==> src/rtl/cordic_pkg.sv <==
// Shared CORDIC definitions: mode encodings, default sizes and the result entry layout.
package cordic_pkg;

  localparam int CORDIC_ITERATIONS    = 17;
  // The final iteration index is fed by this many registered stages.
  localparam int PIPE_LATENCY_DEFAULT = CORDIC_ITERATIONS - 1;
  localparam int DATA_W_DEFAULT       = 32;
  localparam int FIFO_DEPTH_DEFAULT   = 8;

  typedef enum logic [1:0] {
    LINEAR     = 2'b00,
    CIRCULAR   = 2'b10,
    HYPERBOLIC = 2'b11
  } cordic_mode_e;

  typedef struct packed {
    logic [DATA_W_DEFAULT-1:0] x;
    logic [DATA_W_DEFAULT-1:0] y;
    logic [DATA_W_DEFAULT-1:0] angle;
    cordic_mode_e              mode;
  } cordic_result_t;

  // Pointer width carrying one extra wrap bit above the slot index.
  function automatic int ptr_width(input int depth);
    return $clog2(depth) + 1;
  endfunction

endpackage

==> src/rtl/cordic_result_fifo.sv <==
// First-word fall-through result FIFO: the head slot is presented combinationally at rd_ptr.
module cordic_result_fifo
  import cordic_pkg::*;
#(
  parameter int DEPTH = FIFO_DEPTH_DEFAULT,
  parameter int WIDTH = 3 * DATA_W_DEFAULT + 2,
  localparam int PTR_W = ptr_width(DEPTH)
) (
  input  logic             clock,
  input  logic             reset_n,
  input  logic             wr_en,
  input  logic [WIDTH-1:0] wr_data,
  input  logic             rd_en,
  output logic [WIDTH-1:0] rd_data,
  output logic             full,
  output logic             empty,
  output logic [PTR_W-1:0] count
);

  localparam int IDX_W = (DEPTH > 1) ? $clog2(DEPTH) : 1;
  localparam logic [PTR_W-1:0] PTR_MSB = PTR_W'(1) << (PTR_W - 1);

  logic [PTR_W-1:0] wr_ptr_reg;
  logic [PTR_W-1:0] rd_ptr_reg;
  logic [IDX_W-1:0] wr_idx;
  logic [IDX_W-1:0] rd_idx;
  logic [WIDTH-1:0] slot_data [DEPTH];

  generate
    if (DEPTH > 1) begin : g_idx
      assign wr_idx = wr_ptr_reg[IDX_W-1:0];
      assign rd_idx = rd_ptr_reg[IDX_W-1:0];
    end else begin : g_idx_one
      assign wr_idx = '0;
      assign rd_idx = '0;
    end
  endgenerate

  // Same slot index with opposite wrap bits means every slot is occupied.
  assign full    = (wr_ptr_reg == (rd_ptr_reg ^ PTR_MSB));
  assign empty   = (wr_ptr_reg == rd_ptr_reg);
  assign count   = wr_ptr_reg - rd_ptr_reg;
  assign rd_data = slot_data[rd_idx];

  always_ff @(posedge clock or negedge reset_n) begin
    if (!reset_n) begin
      wr_ptr_reg <= '0;
      rd_ptr_reg <= '0;
    end else begin
      if (wr_en) wr_ptr_reg <= wr_ptr_reg + PTR_W'(1);
      if (rd_en) rd_ptr_reg <= rd_ptr_reg + PTR_W'(1);
    end
  end

  for (genvar gi = 0; gi < DEPTH; gi++) begin : g_slot
    logic [WIDTH-1:0] data_reg;

    always_ff @(posedge clock or negedge reset_n) begin
      if (!reset_n) begin
        data_reg <= '0;
      end else if (wr_en && (wr_idx == IDX_W'(gi))) begin
        data_reg <= wr_data;
      end
    end

    assign slot_data[gi] = data_reg;
  end

endmodule

==> src/rtl/cordic_result_collector.sv <==
// CORDIC result collector: valid/mode token pipe beside the datapath, FWFT result FIFO, issue credits.
// Define CORDIC_COLLECTOR_OVF_CHECK_EN to build the sticky err_overflow checker.
module cordic_result_collector
  import cordic_pkg::*;
#(
  parameter int PIPE_LATENCY = PIPE_LATENCY_DEFAULT,
  parameter int FIFO_DEPTH   = FIFO_DEPTH_DEFAULT,
  parameter int DATA_W       = DATA_W_DEFAULT
) (
  input  logic              clock,
  input  logic              reset_n,
  input  logic              issue_valid,
  input  logic [1:0]        issue_mode,
  output logic              issue_ready,
  input  logic [DATA_W-1:0] cordic_x,
  input  logic [DATA_W-1:0] cordic_y,
  input  logic [DATA_W-1:0] cordic_angle,
  output logic              res_valid,
  input  logic              res_ready,
  output logic [DATA_W-1:0] res_x,
  output logic [DATA_W-1:0] res_y,
  output logic [DATA_W-1:0] res_angle,
  output logic [1:0]        res_mode,
  output logic              err_overflow
);

  localparam int ENTRY_W = 3 * DATA_W + 2;
  localparam int CRED_W  = $clog2(FIFO_DEPTH + 1);
  localparam int PTR_W   = ptr_width(FIFO_DEPTH);

  logic [PIPE_LATENCY-1:0]      tok_valid;
  logic [PIPE_LATENCY-1:0][1:0] tok_mode;
  logic                         tail_valid;
  logic [1:0]                   tail_mode;
  logic                         issue_accept;
  logic                         pop;
  logic                         capture;
  logic [CRED_W-1:0]            credits_reg;
  logic [CRED_W-1:0]            credits_next;
  logic                         fifo_full;
  logic                         fifo_empty;
  logic [PTR_W-1:0]             fifo_count;
  logic [ENTRY_W-1:0]           wr_entry;
  logic [ENTRY_W-1:0]           head_entry;
  logic                         unused_empty;

  assign issue_ready  = (credits_reg != '0);
  assign issue_accept = issue_valid & issue_ready;
  assign res_valid    = (fifo_count != '0);
  assign pop          = res_valid & res_ready;
  assign unused_empty = fifo_empty;

  // Each stage mirrors one CORDIC register stage; a token marks a live sample there.
  for (genvar gi = 0; gi < PIPE_LATENCY; gi++) begin : g_stage
    logic       valid_reg;
    logic [1:0] mode_reg;
    logic       valid_in;
    logic [1:0] mode_in;

    if (gi == 0) begin : g_head
      assign valid_in = issue_accept;
      assign mode_in  = issue_mode;
    end else begin : g_body
      assign valid_in = tok_valid[gi-1];
      assign mode_in  = tok_mode[gi-1];
    end

    always_ff @(posedge clock or negedge reset_n) begin
      if (!reset_n) begin
        valid_reg <= 1'b0;
        mode_reg  <= 2'b00;
      end else begin
        valid_reg <= valid_in;
        mode_reg  <= mode_in;
      end
    end

    assign tok_valid[gi] = valid_reg;
    assign tok_mode[gi]  = mode_reg;
  end

  assign tail_valid = tok_valid[PIPE_LATENCY-1];
  assign tail_mode  = tok_mode[PIPE_LATENCY-1];
  assign wr_entry   = {cordic_x, cordic_y, cordic_angle, tail_mode};
  assign {res_x, res_y, res_angle, res_mode} = head_entry;

  always_comb begin
    credits_next = credits_reg;
    if (issue_accept && !pop) begin
      credits_next = credits_reg - CRED_W'(1);
    end else if (!issue_accept && pop) begin
      credits_next = credits_reg + CRED_W'(1);
    end
  end

  always_ff @(posedge clock or negedge reset_n) begin
    if (!reset_n) begin
      credits_reg <= CRED_W'(FIFO_DEPTH);
    end else begin
      credits_reg <= credits_next;
    end
  end

`ifdef CORDIC_COLLECTOR_OVF_CHECK_EN
  logic err_overflow_reg;
  logic capture_ovf;
  logic credit_underflow;
  logic credit_overflow;

  // A same-cycle pop frees the head slot, so only an unmatched capture into a full FIFO overflows.
  assign capture_ovf      = tail_valid & fifo_full & ~pop;
  assign credit_underflow = issue_accept & ~pop & (credits_reg == '0);
  assign credit_overflow  = pop & ~issue_accept & (credits_reg == CRED_W'(FIFO_DEPTH));
  assign capture          = tail_valid & ~capture_ovf;

  always_ff @(posedge clock or negedge reset_n) begin
    if (!reset_n) begin
      err_overflow_reg <= 1'b0;
    end else if (capture_ovf || credit_underflow || credit_overflow) begin
      err_overflow_reg <= 1'b1;
    end
  end

  assign err_overflow = err_overflow_reg;
`else
  logic unused_full;

  assign capture      = tail_valid;
  assign err_overflow = 1'b0;
  assign unused_full  = fifo_full;
`endif

  cordic_result_fifo #(
    .DEPTH (FIFO_DEPTH),
    .WIDTH (ENTRY_W)
  ) u_fifo (
    .clock   (clock),
    .reset_n (reset_n),
    .wr_en   (capture),
    .wr_data (wr_entry),
    .rd_en   (pop),
    .rd_data (head_entry),
    .full    (fifo_full),
    .empty   (fifo_empty),
    .count   (fifo_count)
  );

endmodule

==> config.mk <==
export PLATFORM = sky130hd
export DESIGN_NAME = cordic_result_collector
export DESIGN_NICKNAME = d
export VERILOG_FILES = /design/src/rtl/cordic_pkg.sv /design/src/rtl/cordic_result_fifo.sv /design/src/rtl/cordic_result_collector.sv
export SDC_FILE = /design/constraint.sdc
export NUM_CORES = 1
export LEC_CHECK = 0
export CAP_MARGIN = 20
export CORE_MARGIN = 2
export CORE_UTILIZATION = 30
export DETAILED_ROUTE_END_ITERATION = 8
export HOLD_SLACK_MARGIN = 0.08
export PLACE_DENSITY = 0.58
export SLEW_MARGIN = 30
export SYNTH_ARGS = -nofsm -noshare
export SYNTH_HDL_FRONTEND = slang
export SYNTH_SLANG_ARGS = --single-unit
==> constraint.sdc <==
create_clock -name clock -period 3.5 [get_ports clock]
set_input_delay 1.05 -clock clock [delete_from_list [all_inputs] [get_ports clock]]
set_output_delay 1.05 -clock clock [all_outputs]
set_load 0.03 [all_outputs]
==> impl_metrics.tcl <==
set metrics [dict create \
    status "complete, but fails checks" \
    violations "setup timing" \
    drt-total-wl_um 97600 \
    die_x_um 355 \
    rsz0062_at_grt "yes" \
    layout.area.seq_mm2 0.0211 \
    ys_seq_area_frac 0.570 \
    final_util 0.378 \
    crit_family "buffers and inverters" \
    powerDensity_mw_per_mm2 1130 \
    critPathRequiredTime_ns 2.45 \
    r2r_start "u_fifo.rd_ptr_reg[0]" \
    max_stage_delay_ns 0.50 \
    ctsHtreeMaxLevel 3 \
    synth.area.top_cells "dfrtp_1 (57%), mux2_2 (21%), mux4_2 (12%), nand2_1 (3.0%), mux2_1 (2.4%)" \
    yosys-top-cells-count "dfrtp_1 (843), mux2_2 (685), nand2_1 (301), mux4_2 (196), buf_2 (82)" \
    maxSlewViolCount 0 \
    ioPinCount 203 \
    overflow 0 \
    setup_viol 43 \
    finalCritPeriodShare 1.03 \
    ir_worst_vdd_mv 0.896 \
    drive_gt1_frac 0.539 \
    path_cells "buf_12, buf_16, buf_12, buf_16, mux4_2, nand2_1, nand2_2, buf_4" \
    synth_top_area_share 0.569 \
    dieArea_mm2 0.126 \
    leakagePower_nw 19.4 \
    grt_pass1_vias 24100 \
    drcViolationCount 0 \
    clkSinkCount 844 \
    reg2reg_slack_ns 0.29 \
    critPathArrivalTime_ns 2.55 \
    async_flop_share 1.00 \
    timing.hold.ws_ns 0.343 \
    clock_skew_ns 0.0214 \
    setup_ws_ns -0.0967 \
    cts_buffer_depth 3 \
    clock_latency_ns 0.67 \
    final_antenna_net_count 0 \
    drt_iter0_markers 1091 \
    routabilityCongestion 0.715 \
    synth-edff-count 0 \
    grt_start_max_net_pins 99 \
    cts_tree "yes" \
    via_count 21200 \
    fmax_mhz 278 \
    multi_input_area_mm2 0.0155 \
    yosysUniqueCellTypes 37 \
    hold_depth 0 \
    grt_pass1_wl_um 149000 \
    n_fill_cell 11300 \
    io_buffers 201 \
    hold_viol 0 \
    antenna_found_initial 13 \
    syn_area_mm2 0.0371 \
    syn_inst 2339 \
    yosysMostFrequentCell "dfrtp_1" \
    reg2reg_to "credits_reg[3]" \
    dr.pass1.iters 5 \
    worstMarginPinSlew_ns 0.980 \
    initial_utilization 0.303 \
    yosysWarnings 0 \
    min-delay-start "g_stage[1].mode_reg[0]" \
    wire_per_inst_um 22.6 \
    whs_endpoint "g_stage[2].mode_reg[0]" \
    fp.coreArea_mm2 0.122 \
    min_path_type "reg -> reg" \
    die_y_um 355 \
    synth.ff_latch_count 844 \
    synth_top_area_cell "dfrtp_1" \
    cts-root-buf "clkbuf_16" \
    avgViaCountPerCell 4.90 \
    slowest_stage "dfrtp_4" \
    start_kind "flop" \
    crit_buf_inv 5 \
    cts_buffers 96 \
    period_minus_slack_ns 3.60 \
    avgSynthCellArea_um2 15.8 \
    rows 128 \
    path_class "reg -> out" \
    endpoint_kind "output port" \
    r2r_cells 16 \
    slew_headroom 0.347 \
    dp_hpwl_um 54500 \
    synth_nets 2455 \
    path_clk_slew_ns 0.06 \
    largest_reg_flops 784 \
    area_delta_synth_final_pct 24.7 \
    nets 2742 \
    crit_fanout 7 \
    synth-main-ff-cell "dfrtp_1" \
    groute.usage.overall 0.155 \
    drv_cap 0 \
]
## layout make-up
class / instances / share of cell area
Antenna cell: 2 / 0.000108
Clock buffer: 147 / 0.0625
Clock inverter: 22 / 0.00609
Inverter: 8 / 0.000704
Multi-Input combinational cell: 1339 / 0.336
Sequential cell: 844 / 0.457
Tap cell: 1625 / 0.0440
Timing Repair Buffer: 337 / 0.0937
## worst register-to-register path, delay by kind of cell (launching register included)
| kind | cells | cell delay (ns) |
|---|---|---|
| flops | 1 | 0.50 |
| compound gates | 3 | 0.59 |
| fa+ha+maj | 3 | 0.70 |
| simple gates | 3 | 0.30 |
| buf+inv | 4 | 0.60 |
| xor+xnor | 3 | 0.44 |
## power by group
part           switching (mW)  leakage [nW]  internal (mW)  total [mW]
registers                2.44          9.84           14.6        17.1
logic                    11.7          7.99           13.4        25.1
clock network            4.01          1.55           6.02        10.0
## what timing repair did
item                       4_1_cts  5_1_grt
hold buffers                     0        0
setup buffers                   31       18
gates cloned                    14        7
resized for setup              304      204
pin swaps                       32       59
setup endpoints to repair      100       98
## per-stage QoR
step	total power, mW	instance area (µm²)	setup WS [ns]	instances	TNS, ns
6_report	52.2	46200	-0.0967	4324	-2.13
5_1_grt	55.1	46200	-0.199	4324	-10.30
4_1_cts	51.2	45400	-0.196	4300	-7.30
3_5_place_dp	38.8	41000	0.130	4087	0
3_3_place_gp	37.8	41000	0.145	4087	0
2_1_floorplan	31.6	37100	0.439	2339	0
## layer usage
| metal | GRT usage | vias up | wire length (µm) |
|---|---|---|---|
| li1 | - | 9086 | - |
| met1 | 0.197 | 11500 | 41300 |
| met2 | 0.258 | 412 | 48300 |
| met3 | 0.0388 | 191 | 5130 |
| met4 | 0.0484 | 18 | 2660 |
| met5 | 0 | - | 128 |
## worst max path at each step
| stage | start | to | slack [ns] | cells after the start |
|---|---|---|---|---|
| 4_1_cts | u_fifo.rd_ptr_reg[0] | res_angle[11] | -0.20 | 8 |
| 3_5_place_dp | u_fifo.rd_ptr_reg[0] | res_angle[11] | 0.13 | 6 |
| 6_report | u_fifo.rd_ptr_reg[0] | res_angle[11] | -0.1 | 8 |
| 2_1_floorplan | u_fifo.rd_ptr_reg[2] | credits_reg[3] | 0.44 | 15 |
| 5_1_grt | u_fifo.rd_ptr_reg[0] | res_y[8] | -0.20 | 8 |
| 3_3_place_gp | u_fifo.rd_ptr_reg[0] | res_angle[4] | 0.14 | 6 |
## layout by cell type (no fill, tap or decap), types with 10 or more instances in the layout
| cell | count |
|---|---|
| buf_12 | 38 |
| buf_16 | 25 |
| buf_4 | 48 |
| buf_6 | 113 |
| clkbuf_1 | 25 |
| clkbuf_16 | 106 |
| clkbuf_8 | 23 |
| clkdlybuf4s50_1 | 100 |
| dfrtp_1 | 839 |
| ha_1 | 12 |
| mux2_1 | 80 |
| mux2_2 | 685 |
| mux2_4 | 20 |
| mux4_2 | 196 |
| nand2_1 | 150 |
| nand2_2 | 141 |
| nand2_4 | 10 |
## kinds of logic after synthesis
kind of cell / share of synthesized area
simple gates: 0.0349
fa+ha+maj: 0.00493
other cells: 0.000101
flops: 0.570
compound gates: 0.00165
mux: 0.360
buf+inv: 0.0258
xor+xnor: 0.00284
No activity file was read; power rests on OpenSTA's default activity.
